### config.mk
export PLATFORM = sky130hd
export DESIGN_NAME = bin2bcd_seq_flat
export DESIGN_NICKNAME = d
export VERILOG_FILES = /design/src/rtl/bin2bcd_pkg.sv /design/src/rtl/bin2bcd_seq_if.sv /design/src/rtl/bin2bcd_seq_digit_adj.sv /design/src/rtl/bin2bcd_seq.sv /design/src/flat_wrapper.sv
export SDC_FILE = /design/constraint.sdc
export NUM_CORES = 1
export LEC_CHECK = 0
export CORE_MARGIN = 3
export CORE_UTILIZATION = 59
export DETAILED_ROUTE_END_ITERATION = 12
export GPL_ROUTABILITY_DRIVEN = 0
export PLACE_DENSITY = 0.85
export SKIP_CTS_REPAIR_TIMING = 1
export SLEW_MARGIN = 20
export SYNTH_ARGS = -nofsm -noshare
export SYNTH_HDL_FRONTEND = slang
export SYNTH_SLANG_ARGS = --single-unit
### constraint.sdc
create_clock -name clk -period 2.35 [get_ports clk]
set_input_delay 0.705 -clock clk [delete_from_list [all_inputs] [get_ports clk]]
set_output_delay 0.705 -clock clk [all_outputs]
set_load 0.02 [all_outputs]
### src/rtl/bin2bcd_pkg.sv
// Shared constants, state encoding and helpers for the sequential binary-to-BCD converter.
package bin2bcd_pkg;

  localparam int unsigned DIGITS_DEF = 4;
  localparam int unsigned BIN_W_DEF  = 14;
  localparam int unsigned MAX_VAL    = 9999;
  localparam int unsigned CNT_W_DEF  = $clog2(BIN_W_DEF + 1);

  // Display patterns for an out-of-range input: "EEEE" by default, "9999" when saturating
  localparam logic [4*DIGITS_DEF-1:0] OVF_PATTERN = 16'hEEEE;
  localparam logic [4*DIGITS_DEF-1:0] SAT_PATTERN = 16'h9999;

  typedef enum logic [1:0] {
    IDLE  = 2'd0,
    SHIFT = 2'd1,
    DONE  = 2'd2
  } state_e;

  // Largest value representable in the given number of decimal digits
  function automatic int unsigned max_val(input int unsigned digits);
    int unsigned r;
    r = 1;
    for (int unsigned i = 0; i < digits; i++) r = r * 10;
    return r - 1;
  endfunction

endpackage

### src/rtl/bin2bcd_seq_if.sv
// Request/result bundle between the converter and its user (master drives start/bin_in).
interface bin2bcd_seq_if
  import bin2bcd_pkg::*;
#(
  parameter int unsigned BIN_W  = BIN_W_DEF,
  parameter int unsigned DIGITS = DIGITS_DEF
) ();

  logic                  start;
  logic [BIN_W-1:0]      bin_in;
  logic                  ready;
  logic                  busy;
  logic                  done;
  logic                  overflow;
  logic [4*DIGITS-1:0]   bcd_out;

  modport master (
    output start, bin_in,
    input  ready, busy, done, overflow, bcd_out
  );

  modport slave (
    input  start, bin_in,
    output ready, busy, done, overflow, bcd_out
  );

endinterface

### src/rtl/bin2bcd_seq_digit_adj.sv
// Double-dabble digit correction: add 3 to a BCD nibble that is 5 or more.
module bcd_digit_adj (
  input  logic [3:0] d,
  output logic [3:0] adj_c
);

  // Pre-shift correction so the nibble carries correctly into the next digit
  always_comb begin
    adj_c = d;
    if (d >= 4'd5) adj_c = d + 4'd3;
  end

endmodule

### src/rtl/bin2bcd_seq.sv
// Sequential binary-to-BCD converter (shift-and-add-3), constant BIN_W+1 edge latency.
// Result is held between conversions so the downstream display never sees partial values.
// Build option: define BIN2BCD_SATURATE_EN to show all 9s instead of all Es on overflow.
module bin2bcd_seq
  import bin2bcd_pkg::*;
#(
  parameter int unsigned BIN_W  = BIN_W_DEF,
  parameter int unsigned DIGITS = DIGITS_DEF
) (
  input logic          clk,
  input logic          rst_n,
  bin2bcd_seq_if.slave bus
);

  localparam int unsigned BCD_W = 4 * DIGITS;
  localparam int unsigned CNT_W = $clog2(BIN_W + 1);
  localparam int unsigned MAX_V = max_val(DIGITS);

  localparam logic [1:0] ST_IDLE  = 2'(IDLE);
  localparam logic [1:0] ST_SHIFT = 2'(SHIFT);
  localparam logic [1:0] ST_DONE  = 2'(DONE);

`ifdef BIN2BCD_SATURATE_EN
  localparam logic [BCD_W-1:0] OVF_RESULT = {DIGITS{SAT_PATTERN[3:0]}};
`else
  localparam logic [BCD_W-1:0] OVF_RESULT = {DIGITS{OVF_PATTERN[3:0]}};
`endif

  logic [1:0]             state_q, state_d;
  logic [BIN_W-1:0]       bin_q;
  logic [BCD_W-1:0]       scr_q;
  logic [CNT_W-1:0]       cnt_q;
  logic                   ovf_pend_q;
  logic [BCD_W-1:0]       adj_c;
  logic [BCD_W+BIN_W-1:0] shl_c;
  logic                   ready_d, busy_d, done_d;

  // Per-digit add-3 correction on the scratch register
  for (genvar g = 0; g < DIGITS; g++) begin : g_adj
    bcd_digit_adj u_adj (
      .d     (scr_q[4*g +: 4]),
      .adj_c (adj_c[4*g +: 4])
    );
  end

  // One double-dabble step: corrected scratch and binary shifted left as one vector
  assign shl_c = {adj_c, bin_q} << 1;

  // State register
  always_ff @(posedge clk or negedge rst_n) begin
    if (!rst_n) state_q <= ST_IDLE;
    else        state_q <= state_d;
  end

  // Next state and next values of the registered handshake outputs
  always_comb begin
    state_d = state_q;
    case (state_q)
      ST_IDLE:  if (bus.start) state_d = ST_SHIFT;
      ST_SHIFT: if (cnt_q == CNT_W'(1)) state_d = ST_DONE;
      ST_DONE:  state_d = ST_IDLE;
      default:  state_d = ST_IDLE;
    endcase
    ready_d = (state_d == ST_IDLE);
    busy_d  = !ready_d;
    done_d  = (state_q == ST_DONE);
  end

  // Registered handshake outputs
  always_ff @(posedge clk or negedge rst_n) begin
    if (!rst_n) begin
      bus.ready <= 1'b1;
      bus.busy  <= 1'b0;
      bus.done  <= 1'b0;
    end else begin
      bus.ready <= ready_d;
      bus.busy  <= busy_d;
      bus.done  <= done_d;
    end
  end

  // Conversion datapath: capture on accept, shift while in SHIFT
  always_ff @(posedge clk or negedge rst_n) begin
    if (!rst_n) begin
      bin_q      <= '0;
      scr_q      <= '0;
      cnt_q      <= '0;
      ovf_pend_q <= 1'b0;
    end else if (state_q == ST_IDLE && bus.start) begin
      bin_q      <= bus.bin_in;
      scr_q      <= '0;
      cnt_q      <= CNT_W'(BIN_W);
      ovf_pend_q <= (32'(bus.bin_in) > MAX_V);
    end else if (state_q == ST_SHIFT) begin
      scr_q <= shl_c[BCD_W+BIN_W-1:BIN_W];
      bin_q <= shl_c[BIN_W-1:0];
      cnt_q <= cnt_q - CNT_W'(1);
    end
  end

  // Result publish: bcd_out and overflow change only on the done edge
  always_ff @(posedge clk or negedge rst_n) begin
    if (!rst_n) begin
      bus.bcd_out  <= '0;
      bus.overflow <= 1'b0;
    end else if (state_q == ST_DONE) begin
      bus.bcd_out  <= ovf_pend_q ? OVF_RESULT : scr_q;
      bus.overflow <= ovf_pend_q;
    end
  end

endmodule

### src/flat_wrapper.sv
// flat-port wrapper written by rule: the top's interface ports become plain ports
module bin2bcd_seq_flat import bin2bcd_pkg::*;
#(
  parameter int unsigned BIN_W  = BIN_W_DEF,
  parameter int unsigned DIGITS = DIGITS_DEF
)
  (clk, rst_n, bus_start, bus_bin_in, bus_ready, bus_busy, bus_done, bus_overflow, bus_bcd_out);
  bin2bcd_seq_if #(.BIN_W(BIN_W), .DIGITS(DIGITS)) bus_i ();
  input logic clk;
  input logic rst_n;
  input wire logic [$bits(bus_i.start)-1:0] bus_start;
  input wire logic [$bits(bus_i.bin_in)-1:0] bus_bin_in;
  output wire logic [$bits(bus_i.ready)-1:0] bus_ready;
  output wire logic [$bits(bus_i.busy)-1:0] bus_busy;
  output wire logic [$bits(bus_i.done)-1:0] bus_done;
  output wire logic [$bits(bus_i.overflow)-1:0] bus_overflow;
  output wire logic [$bits(bus_i.bcd_out)-1:0] bus_bcd_out;
  assign bus_i.start = bus_start;
  assign bus_i.bin_in = bus_bin_in;
  assign bus_ready = bus_i.ready;
  assign bus_busy = bus_i.busy;
  assign bus_done = bus_i.done;
  assign bus_overflow = bus_i.overflow;
  assign bus_bcd_out = bus_i.bcd_out;
  bin2bcd_seq #(.BIN_W(BIN_W), .DIGITS(DIGITS)) u_core (.clk(clk), .rst_n(rst_n), .bus(bus_i));
endmodule
# After elaboration in Yosys (flattened, before gate mapping)
# Index checks and enable logic that the tools add are counted.
dict set report word_totals {
  ff_bits 57
  word_cells 42
  in_bits 17
}
dict set report classes {
  muxes 14
  n_lt_le_gt_ge 5
  n_eq_ne 3
  reduce_logical 5
  add_sub_neg 5
}
# cell count
set op_table {}
lappend op_table {{$mux 16} 3}
lappend op_table {{$mux 14} 2}
lappend op_table {{$mux 4} 5}
lappend op_table {{$ge 4x3->1 const B} 4}
lappend op_table {{$gt 14x14->1 const B} 1}
lappend op_table {{$add 4x2->4 const B} 3}
lappend op_table {{$eq 4x1->1 const B} 1}
lappend op_table {{$logic_not 2->1} 2}
lappend op_table {{$mux 2} 2}
lappend op_table {{$pmux 2 s2} 1}
lappend op_table {{$sub 4x1->4 const B} 1}
lappend op_table {{$add 3x2->3 const B} 1}
lappend op_table {{$mux 3} 1}
lappend op_table {{$eq 2x1->1 const B} 1}
lappend op_table {{$eq 2x2->1 const B} 1}
lappend op_table {{$reduce_bool 2->1} 1}
lappend op_table {{$logic_and 1x1->1} 1}
lappend op_table {{$logic_not 1->1} 1}

# Logic depth before layout (Yosys ltp)
# Gate-level depths: netlist of run 1.
dict set report depth {
  word_depth 5
  mapped_depth 6
  ltp_nobuf 5
}

# Hierarchy
# A second synthesis of run 1 with hierarchy kept.
dict set report unflattened {
  cells_unflattened 288
  hier_area_um2 2842.7
}
# module area_per_inst_um2 instances seq_area_each_um2 cells_each
set by_module_without_submodules {}
lappend by_module_without_submodules {bin2bcd_seq 2437.3 1 1427.6 224}
lappend by_module_without_submodules {bcd_digit_adj 101.3 4 0.0 16}

# Worst setup path after synthesis of run 1
# Ideal clock, no wire load.
dict set report synth_timing {
  path_type {input -> register}
  from {input bus_bin_in[7]}
  to {register u_core.ovf_pend_q}
  t_arrival_ps 1485
  cell_stages 3
  n_path_buf 0
  path_slack_ps 741
  cell_sequence {or4_1 > a211oi_2 > o21ai_1}
}
dict set report synth_between {
  elab_chain_len 1
}
# item line
set synth_rtl {}
lappend synth_rtl {{start, declared} flat_wrapper.sv:12} ;# input wire logic [$bits(bus_i.bin_in)-1:0] bus_bin_in;
lappend synth_rtl {{$gt 14x14->1} bin2bcd_seq.sv:93} ;# ovf_pend_q <= (32'(bus.bin_in) > MAX_V);
lappend synth_rtl {{end signal, assigned} bin2bcd_seq.sv:93}
lappend synth_rtl {{end, declared} bin2bcd_seq.sv:33} ;# logic ovf_pend_q;
# No other way between the ends.
# A chain may end at the register's enable or synchronous reset.

# Worst setup path after layout of run 1
dict set report layout_timing {
  from {register u_core.bus.ready}
  to {output bus_ready}
}
# item line
set layout_rtl {}
lappend layout_rtl {{start, declared} bin2bcd_seq_if.sv:24} ;# output ready, busy, done, overflow, bcd_out
lappend layout_rtl {{start signal, assigned} bin2bcd_seq.sv:76} ;# bus.ready <= ready_d;
lappend layout_rtl {{end, declared} flat_wrapper.sv:13} ;# output wire logic [$bits(bus_i.ready)-1:0] bus_ready;
# No word-level cell between the ends.

==> reports/qor.txt, run 1 <==
average wire per cell in the routed design -> 15.3 um
worst voltage drop across the vdd grid -> 0.000630 V
grt ovf -> 0
number of remaining DRC errors -> 0
P&R area growth vs syn -> 20.8%
Worst Path Class, Setup -> flop to output pin
clock-pin slew on the worst setup and hold paths -> 70 ps
endpoints failing hold -> 0
instance area at placement -> 3200 um^2
number of buffers created by CTS -> 9
category of cells accounting for the largest share of critical-path delay -> buffers and inverters
cell area after technology mapping -> 2830 um^2
slack of the worst reg-to-reg path -> 770 ps
routed via count -> 2,168
critical register-to-register path startpoint -> u_core.state_q[1]
initial core utilization -> 63.2%
run status -> finished clean
Yosys warnings -> 0
global-route wire length before repair -> 9.67 mm
number of fill cells in the layout -> 317
Max stage delay cell, worst path -> sky130_fd_sc_hd__clkdlybuf4s50_1
placement row count -> 24
initial antenna violation count -> 0
net count after synthesis -> 301
area occupied by registers -> 1430 um^2
synthesized area per cell -> 10.3 um^2
element type at the critical path end -> output pin
overall track demand over capacity in global routing -> 22.9%
Longest Clk Path Bufs -> 2
Finished Core Util -> 76.3%
sequential-to-total area share from yosys stat -> 50.5%
final setup fails -> 0
port bufs -> 36
number of H-tree levels -> 3
Worst EP arrival -> 1450 ps
post-placement worst setup slack -> 227 ps
Critical path buffers and inverters -> 1
worst clock skew -> 8.68 ps
actual slew at the worst max-slew pin -> 607 ps
number of design-rule violations left by the first detailed-router iteration -> 180
detailed-routing iteration count for the pre-antenna-repair pass -> 4
Primary FF master, synth -> sky130_fd_sc_hd__dfrtp_1
slack of the critical path -> 195 ps
final period utilization -> 91.7%
die outline width -> 75.2 um
net total in the final layout -> 339
count of distinct cell types in the synthesized netlist -> 40
drt via density -> 5.88
worst setup path startpoint -> u_core.bus.ready
total non-filler cell area in the finished layout -> 3410 um^2
core footprint -> 4470 um^2
type of the most critical hold path -> primary input to async pin
CTS Sinks -> 57
leakage power -> 1.50 nW
via count of the first global-routing pass -> 2,090
fmax -> 464 MHz
max_slew headroom -> 59.5%
root buf cell -> sky130_fd_sc_hd__clkbuf_8
number of max-capacitance violations reported -> 0
delay contributed by the slowest stage of the critical path -> 600 ps
count of antenna-violating nets left after detailed routing -> 0
RSZ-0062 raised after global routing -> false
proportion of register bits with asynchronous set or reset after synthesis -> 100%
fraction of layout instances using a drive strength above 1 -> 13.6%
most common cell after layout, fill and taps aside -> sky130_fd_sc_hd__dfrtp_1
total power density per cell area -> 1280 nW/um^2
# diodes -> 0
IO Count -> 37
EDFF count, synth -> 0
clock tree from TritonCTS -> built
cells after synthesis -> 274
final worst path period need -> 2160 ps
number of flip-flops and latches in the synthesized netlist -> 57
multi-input logic area -> 1200 um^2
type of origin of the critical path -> flop
largest net degree at the start of global routing -> 38
die extent in y -> 75.2 um
maximum fanout count along the critical path -> 1
wire length reported by the detailed router -> 5.64 mm
sum of net half-perimeters after detailed placement -> 3.91 mm
clock latency of the later-clocked register in the worst-skew pair -> 340 ps
count of pins over their slew limit -> 0
die area -> 5660 um^2
Sum Neg Setup Slack -> 0 ps
CP required -> 1640 ps
series of cell instances along the critical path -> clkdlybuf4s50_1
highest-count cells in the layout ignoring fill and taps -> sky130_fd_sc_hd__dfrtp_1, sky130_fd_sc_hd__nand2_1, sky130_fd_sc_hd__clkdlybuf4s50_1, sky130_fd_sc_hd__o21ai_0, sky130_fd_sc_hd__inv_1
-- cell type report --
class                           count  share of cell area (%)
Tap cell                           52                    1.91
Clock inverter                      4                    1.47
Inverter                           20                    2.20
Clock buffer                       12                    4.84
Multi-Input combinational cell    180                    35.2
Timing Repair Buffer               44                    12.5
Sequential cell                    57                    41.8
-- power by group --
group | internal, W | switching, W
logic | 0.000798 | 0.000965
clock network | 0.000574 | 0.000391
registers | 0.00132 | 0.000315
-- registers in the layout (all words and copies together), names as in the netlist --
signal / count
u_core.bus.bcd_out: 16
u_core.scr_q: 16
u_core.bin_q: 14
u_core.cnt_q: 4
u_core.state_q: 2
u_core.bus.busy: 1
u_core.bus.done: 1
u_core.bus.overflow: 1
u_core.bus.ready: 1
u_core.ovf_pend_q: 1
-- synth_stat cells (2+ instances only) --
cell type / number / share of area [%]
sky130_fd_sc_hd__dfrtp_1: 56 / 50
sky130_fd_sc_hd__nand2_1: 36 / 4.8
sky130_fd_sc_hd__o21ai_0: 30 / 5.3
sky130_fd_sc_hd__inv_1: 19 / 2.5
sky130_fd_sc_hd__nor2_1: 14 / 1.9
sky130_fd_sc_hd__a22oi_1: 12 / 3.2
sky130_fd_sc_hd__ha_1: 10 / 4.4
sky130_fd_sc_hd__a21oi_1: 8 / 1.4
sky130_fd_sc_hd__and2b_2: 8 / 2.5
sky130_fd_sc_hd__o2111ai_1: 8 / 2.5
sky130_fd_sc_hd__o31ai_1: 8 / 2.1
sky130_fd_sc_hd__buf_2: 7 / 1.2
sky130_fd_sc_hd__buf_6: 6 / 2.4
sky130_fd_sc_hd__nor2b_1: 5 / 1.1
sky130_fd_sc_hd__a32o_1: 4 / 1.4
sky130_fd_sc_hd__and3_1: 4 / 0.89
sky130_fd_sc_hd__o21a_1: 4 / 1.1
sky130_fd_sc_hd__o311ai_1: 4 / 1.2
sky130_fd_sc_hd__clkbuf_1: 3 / 0.40
sky130_fd_sc_hd__o32ai_1: 3 / 0.93
sky130_fd_sc_hd__xnor2_1: 3 / 0.93
sky130_fd_sc_hd__o21ai_1: 2 / 0.35
sky130_fd_sc_hd__o221ai_1: 2 / 0.62
sky130_fd_sc_hd__o221ai_2: 2 / 1.1
-- through the flow --
stage                     instances  hold slack [ps]  total power [W]
after CTS                       369              327          0.00438
after detailed placement        353              469          0.00340
after global routing            369              346          0.00468
final                           369              312          0.00437
after global placement          353              460          0.00332
after floorplan                 274              409          0.00291
-- metal layers --
metal | share of wire (%) | track usage, %
met5 | 0 | 0
met4 | 1.3 | 9.71
met3 | 5.1 | 6.94
met2 | 49 | 37.2
met1 | 44 | 28.3
-- cell families after synthesis --
| logic type | synth area share, % |
|---|---|
| AO/OA/AOI/OAI | 23.9 |
| XOR/XNOR | 0.930 |
| adder cells (fa/ha/maj) | 4.43 |
| buffers and inverters | 6.95 |
| flip-flops | 50.5 |
| multiplexers | 0.398 |
| AND/OR/NAND/NOR | 12.9 |
-- final timing paths --
| check | to | cells past startpoint |
|---|---|---|
| setup / recovery | bus_ready | 1 |
| hold / removal | u_core.bus.bcd_out[0] | 1 |
| setup reg to reg | u_core.scr_q[3] | 4 |
| hold reg to reg | u_core.bus.bcd_out[6] | 2 |
| max in group asynchronous | u_core.bus.ready | 2 |
| min in group clk | u_core.bus.bcd_out[6] | 2 |
(Power assumes the default switching activity.)
==> run 2, diff against run 1 <==
CAP_MARGIN = 30   (was not set)
clock period = 2.7 ns   (was 2.35 ns; I/O delays follow)
==> run 2 against run 1 <==
Hold slack improved by 170 ps. Global-route usage shrank 0.84 points. Flip-flop and latch count is the same. Design area fell by 1.5%. Critical path depth did not move. Cell count shrank 0.27%. Clock-buffer cell count is 1 lower. Critical path type unchanged. Highest routed layer unchanged.
==> reports/qor.txt, run 2 (synthesis gave the netlist of run 1 again) <==
P&R area growth vs syn -> 18.9%
Max stage delay cell, worst path -> sky130_fd_sc_hd__clkdlybuf4s50_1
root buf cell -> sky130_fd_sc_hd__clkbuf_8
worst voltage drop across the vdd grid -> 0.000602 V
type of origin of the critical path -> flop
worst clock skew -> 5.90 ps
Worst EP arrival -> 1440 ps
routed metal-1 wire length -> 2.52 mm
grt ovf -> 0
count of antenna-violating nets left after detailed routing -> 0
total power density per cell area -> 1090 nW/um^2
drt via density -> 5.82
number of H-tree levels -> 3
maximum fanout count along the critical path -> 1
minimum hold slack -> 477 ps
final worst path period need -> 2250 ps
slack of the critical path -> 448 ps
critical register-to-register path startpoint -> u_core.state_q[0]
CTS Sinks -> 57
sum of net half-perimeters after detailed placement -> 3.86 mm
placed cell count -> 353
launch instance of the worst min-delay path -> u_core.bus.bcd_out[7]
routed length on met3 -> 233 um
fraction of layout instances using a drive strength above 1 -> 12.7%
Longest Clk Path Bufs -> 2
CP required -> 1890 ps
count of pins over their slew limit -> 0
die outline width -> 75.2 um
Worst Path Class, Setup -> flop to output pin
amount of wire on met2 after detailed routing -> 2.63 mm
instance area at placement -> 3190 um^2
clock-pin slew on the worst setup and hold paths -> 60 ps
worst setup path startpoint -> u_core.bus.ready
type of the most critical hold path -> flop to flop
RSZ-0062 raised after global routing -> false
final setup fails -> 0
slack of the worst reg-to-reg path -> 940 ps
Sum Neg Setup Slack -> 0 ps
average wire per cell in the routed design -> 14.9 um
largest net degree at the start of global routing -> 37
top sig layer -> met4
number of max-capacitance violations reported -> 0
delay contributed by the slowest stage of the critical path -> 590 ps
global-route wire length before repair -> 9.32 mm
initial core utilization -> 63.2%
largest registers -> u_core.bus.bcd_out: 16 flops, u_core.scr_q: 16 flops, u_core.bin_q: 14 flops
clock tree from TritonCTS -> built
overall track demand over capacity in global routing -> 22.0%
number of buffers created by CTS -> 9
routed via count -> 2,143
via count of the first global-routing pass -> 2,070
detailed-routing iteration count for the pre-antenna-repair pass -> 4
net total in the final layout -> 339
final instance count without filler cells -> 368
# diodes -> 0
run status -> finished clean
die extent in y -> 75.2 um
max_slew headroom -> 47.4%
total non-filler cell area in the finished layout -> 3360 um^2
placement row count -> 24
series of cell instances along the critical path -> clkdlybuf4s50_1
leakage power -> 1.49 nW
endpoints failing hold -> 0
Critical path buffers and inverters -> 1
clock latency of the later-clocked register in the worst-skew pair -> 330 ps
post-placement worst setup slack -> 341 ps
number of design-rule violations left by the first detailed-router iteration -> 176
initial antenna violation count -> 0
element type at the critical path end -> output pin
port bufs -> 36
die area -> 5660 um^2
highest-count cells in the layout ignoring fill and taps -> sky130_fd_sc_hd__dfrtp_1, sky130_fd_sc_hd__nand2_1, sky130_fd_sc_hd__clkdlybuf4s50_1, sky130_fd_sc_hd__o21ai_0, sky130_fd_sc_hd__inv_1
IO Count -> 37
wire length reported by the detailed router -> 5.47 mm
final period utilization -> 83.4%
fmax -> 444 MHz
most common cell after layout, fill and taps aside -> sky130_fd_sc_hd__dfrtp_1
actual slew at the worst max-slew pin -> 789 ps
number of remaining DRC errors -> 0
category of cells accounting for the largest share of critical-path delay -> buffers and inverters
core footprint -> 4470 um^2
## run 2: changes by cell type in the layout (fill, tap and decap cells not counted), sizes merged
cell / change
clkbuf: -1
clkinvlp: -2
clkinv: +2
## run 2: area by class of cell
type	instances	area (um^2)
well taps	52	65.1
repair buffers	44	415
clock inverters	4	45.0
flip-flops and latches	57	1430
inverters	20	75.1
multi-input cells	180	1200
fillers	324	1110
clock buffers	11	131
## run 2: metal layers
metal / vias to the layer above / track usage, %
met5: - / 0
li1: 1053 / -
met3: 10 / 3.60
met4: 0 / 10.9
met2: 55 / 36.5
met1: 1025 / 28.1
## run 2: power breakdown
part / switching [W] / leakage, nW / internal (W)
Clock: 0.000313 / 0.0929 / 0.000416
Sequential: 0.000298 / 0.740 / 0.00115
Combinational: 0.000797 / 0.653 / 0.000676
## run 2: final timing paths
| check | to | cells past startpoint |
|---|---|---|
| hold / removal | u_core.bus.bcd_out[7] | 2 |
| setup reg to reg | u_core.bus.overflow | 3 |
| setup / recovery | bus_ready | 1 |
| hold reg to reg | u_core.bus.bcd_out[7] | 2 |
| min in group asynchronous | u_core.bus.bcd_out[3] | 1 |
| max in group asynchronous | u_core.bus.done | 2 |
## run 2: stage by stage
stage	power, W	util (%)
finish	0.00365	75.1
CTS	0.00367	75.1
floorplan	0.00254	-
detailed placement	0.00293	71.2
global route	0.00392	75.1
global placement	0.00287	71.2
==> patch, RTL diff (settings of run 2) <==
Change the package constant `DIGITS_DEF` from 4 to 8.
--- a/src/rtl/bin2bcd_pkg.sv
+++ b/src/rtl/bin2bcd_pkg.sv
@@ -2,5 +2,5 @@
 package bin2bcd_pkg;
 
-  localparam int unsigned DIGITS_DEF = 4;
+  localparam int unsigned DIGITS_DEF = 8;
   localparam int unsigned BIN_W_DEF  = 14;
   localparam int unsigned MAX_VAL    = 9999;
Interface: changed (resized bus_bcd_out); port bits go from 37 to 53. No check against the original RTL was run, so the function may have changed too.
==> patch against run 2 <==
Total power rose by 63%. First-iteration DRC count rose by 51%. Worst setup slack lost 0.033 ns. Via count grew 56%. Global-route usage grew 0.98 points. Sequential cell count rose by 30. Largest cell class unchanged. Utilization fell by 2.1 points. Design area is 52% higher. Area after synthesis up 54%. Routed wire length grew 67%. Sequential share of layout area grew 0.24 points. Maximum frequency decreased by 1.4%.
==> patch: results (changes against run 2) <==
- Register-to-Register Setup Slack: 0.85 ns (-0.09 ns)
- Dpl cell area: 4888 µm² (+53%)
- Routed Wire Length: 9.146 mm (+67%)
- Outcome: complete, no violations
- Longest Clk Path Bufs: 2 (unchanged)
- Number of distinct library cells after synthesis: 40 (unchanged)
- Total GRT Usage: 23.02% (+0.98 points)
- Top FF cell, synth: dfrtp_1
- DRC viols: 0 (unchanged)
- Ant diodes: 0 (unchanged)
- Root Driver: clkbuf_8
- Slowest stage delay, CP: roughly 0.60 ns
- Vias in the first global route: 3223 (+56%)
- Slew @ Worst Pin: 0.5560 ns (-0.2328 ns)
- Critical Path Source: u_core.bus.ready$_DFF_PN1_
- Peak supply drop: 0.5616 mV (-6.7%)
- Reg2reg start: u_core.state_q[1]$_DFF_PN0_
- Clock transition at path regs: 0.09 ns (+0.03 ns)
- Sequential-to-total area share from yosys stat: 50.17% (-0.34 points)
- Depth of the most critical reg-to-reg path: 5 (+2)
- Achievable Freq: 437.8 MHz (-1.4%)
- Clock buffer count from CTS: 9 (unchanged)
- Mapped Nets: 457 (+52%)
- CP Data Arrival Time: 1.47 ns (+0.03 ns)
- CP max FO: 1 (unchanged)
- Post-layout nets: 506 (+49%)
- Slowest library cell on the worst path: clkdlybuf4s50_1
- First-pass detailed-route iteration total: 6 (+2)
- Final HPWL DP: 6.182 mm (+60%)
- Layout cell share with drive strength beyond 1: 9.034% (-3.6 points)
- Async S/R FF share, synth: 100.0% (unchanged)
- Global-route wire length before repair: 15.59 mm (+67%)
- Buffers on Ports: 51 (+42%)
- Initial antenna violation count: 0 (unchanged)
- Worst r2r dst: u_core.scr_q[23]$_DFFE_PN0P_
- Synth area leaders: dfrtp_1 (50%), o21ai_0 (6.2%), ha_1 (5.2%)
- Largest net degree at the start of global routing: 44 (+19%)
- Worst setup path endpoint: bus_ready
- Leakage: 2.226 nW (+50%)
- Vias per inst: 5.855 (+0.54%)
- Post-synth top cells: dfrtp_1 (86), o21ai_0 (54), nand2_1 (51), inv_1 (35), nor2b_1 (22)
- Worst-Skew Late Latency: 0.36 ns (+0.03 ns)
- Number of max-cap violations: 0 (unchanged)
- Level count of the clock H-tree: 3 (unchanged)
- Clock Skew: 0.01511 ns (+0.009213 ns)
- Synth Warn #: 0 (unchanged)
- Min-Delay Path Class: primary input to asynchronous set/reset pin
- Drt initial violations: 265 (+51%)
- CP top delay family: buffers and inverters
- Setup WS pre-CTS: 0.4387 ns (+0.09722 ns)
- Top flop regs: u_core.bus.bcd_out (32), u_core.scr_q (32), u_core.bin_q (14)
==> patch: where the power goes <==
part / internal (mW) / total (mW) / switching, mW / leakage, nW
registers: 1.79 / 2.16 / 0.375 / 1.14
clock network: 0.518 / 0.982 / 0.463 / 0.102
logic: 1.22 / 2.82 / 1.60 / 0.983
total: 3.53 / 5.97 / 2.43 / 2.23
==> patch: per-layer routing <==
layer	vias to the layer above	global-route usage, %	part of all wire [%]
met3	23	3.363	4.3
met5	-	0	0
met4	0	9.777	2.3
li1	1593	-	-
met2	105	36.58	49
met1	1628	31.72	45
==> patch: layout make-up <==
cell class,count,area (µm²)
clock buffers,10,127.6
clock inverters,6,85.08
fillers,488,1881
inverters,36,135.1
multi-input cells,275,1864
flip-flops and latches,87,2178
well taps,96,120.1
repair buffers,62,590.6
==> patch: worst min path at each step <==
stage	start	end	slack [ns]	cells after the start
floorplan	u_core.bin_q[13]$_DFFE_PN0P_	u_core.scr_q[0]$_DFFE_PN0P_	0.46	2
global placement	u_core.bus.bcd_out[16]$_DFFE_PN0P_	u_core.bus.bcd_out[16]$_DFFE_PN0P_	0.46	2
detailed placement	u_core.bus.bcd_out[14]$_DFFE_PN0P_	u_core.bus.bcd_out[14]$_DFFE_PN0P_	0.47	2
CTS	rst_n	u_core.bus.done$_DFF_PN0_	0.45	1
global route	rst_n	u_core.bus.done$_DFF_PN0_	0.46	1
finish	rst_n	u_core.bus.done$_DFF_PN0_	0.43	1
==> patch: cells by family after synthesis <==
group / after synthesis / share of synthesized area [%]
AO/OA/AOI/OAI: 151 / 24.76
AND/OR/NAND/NOR: 97 / 11.21
flip-flops: 87 / 50.17
buffers and inverters: 60 / 6.945
adder cells (fa/ha/maj): 18 / 5.187
XOR/XNOR: 7 / 1.412
other: 1 / 0.08637
multiplexers: 1 / 0.2306
==> patch: per-stage QoR <==
stage / power (mW) / std cells
6_report: 5.965 / 572
5_1_grt: 6.397 / 572
4_1_cts: 5.973 / 572
3_5_place_dp: 4.962 / 556
3_3_place_gp: 4.808 / 556
2_1_floorplan: 4.162 / 422
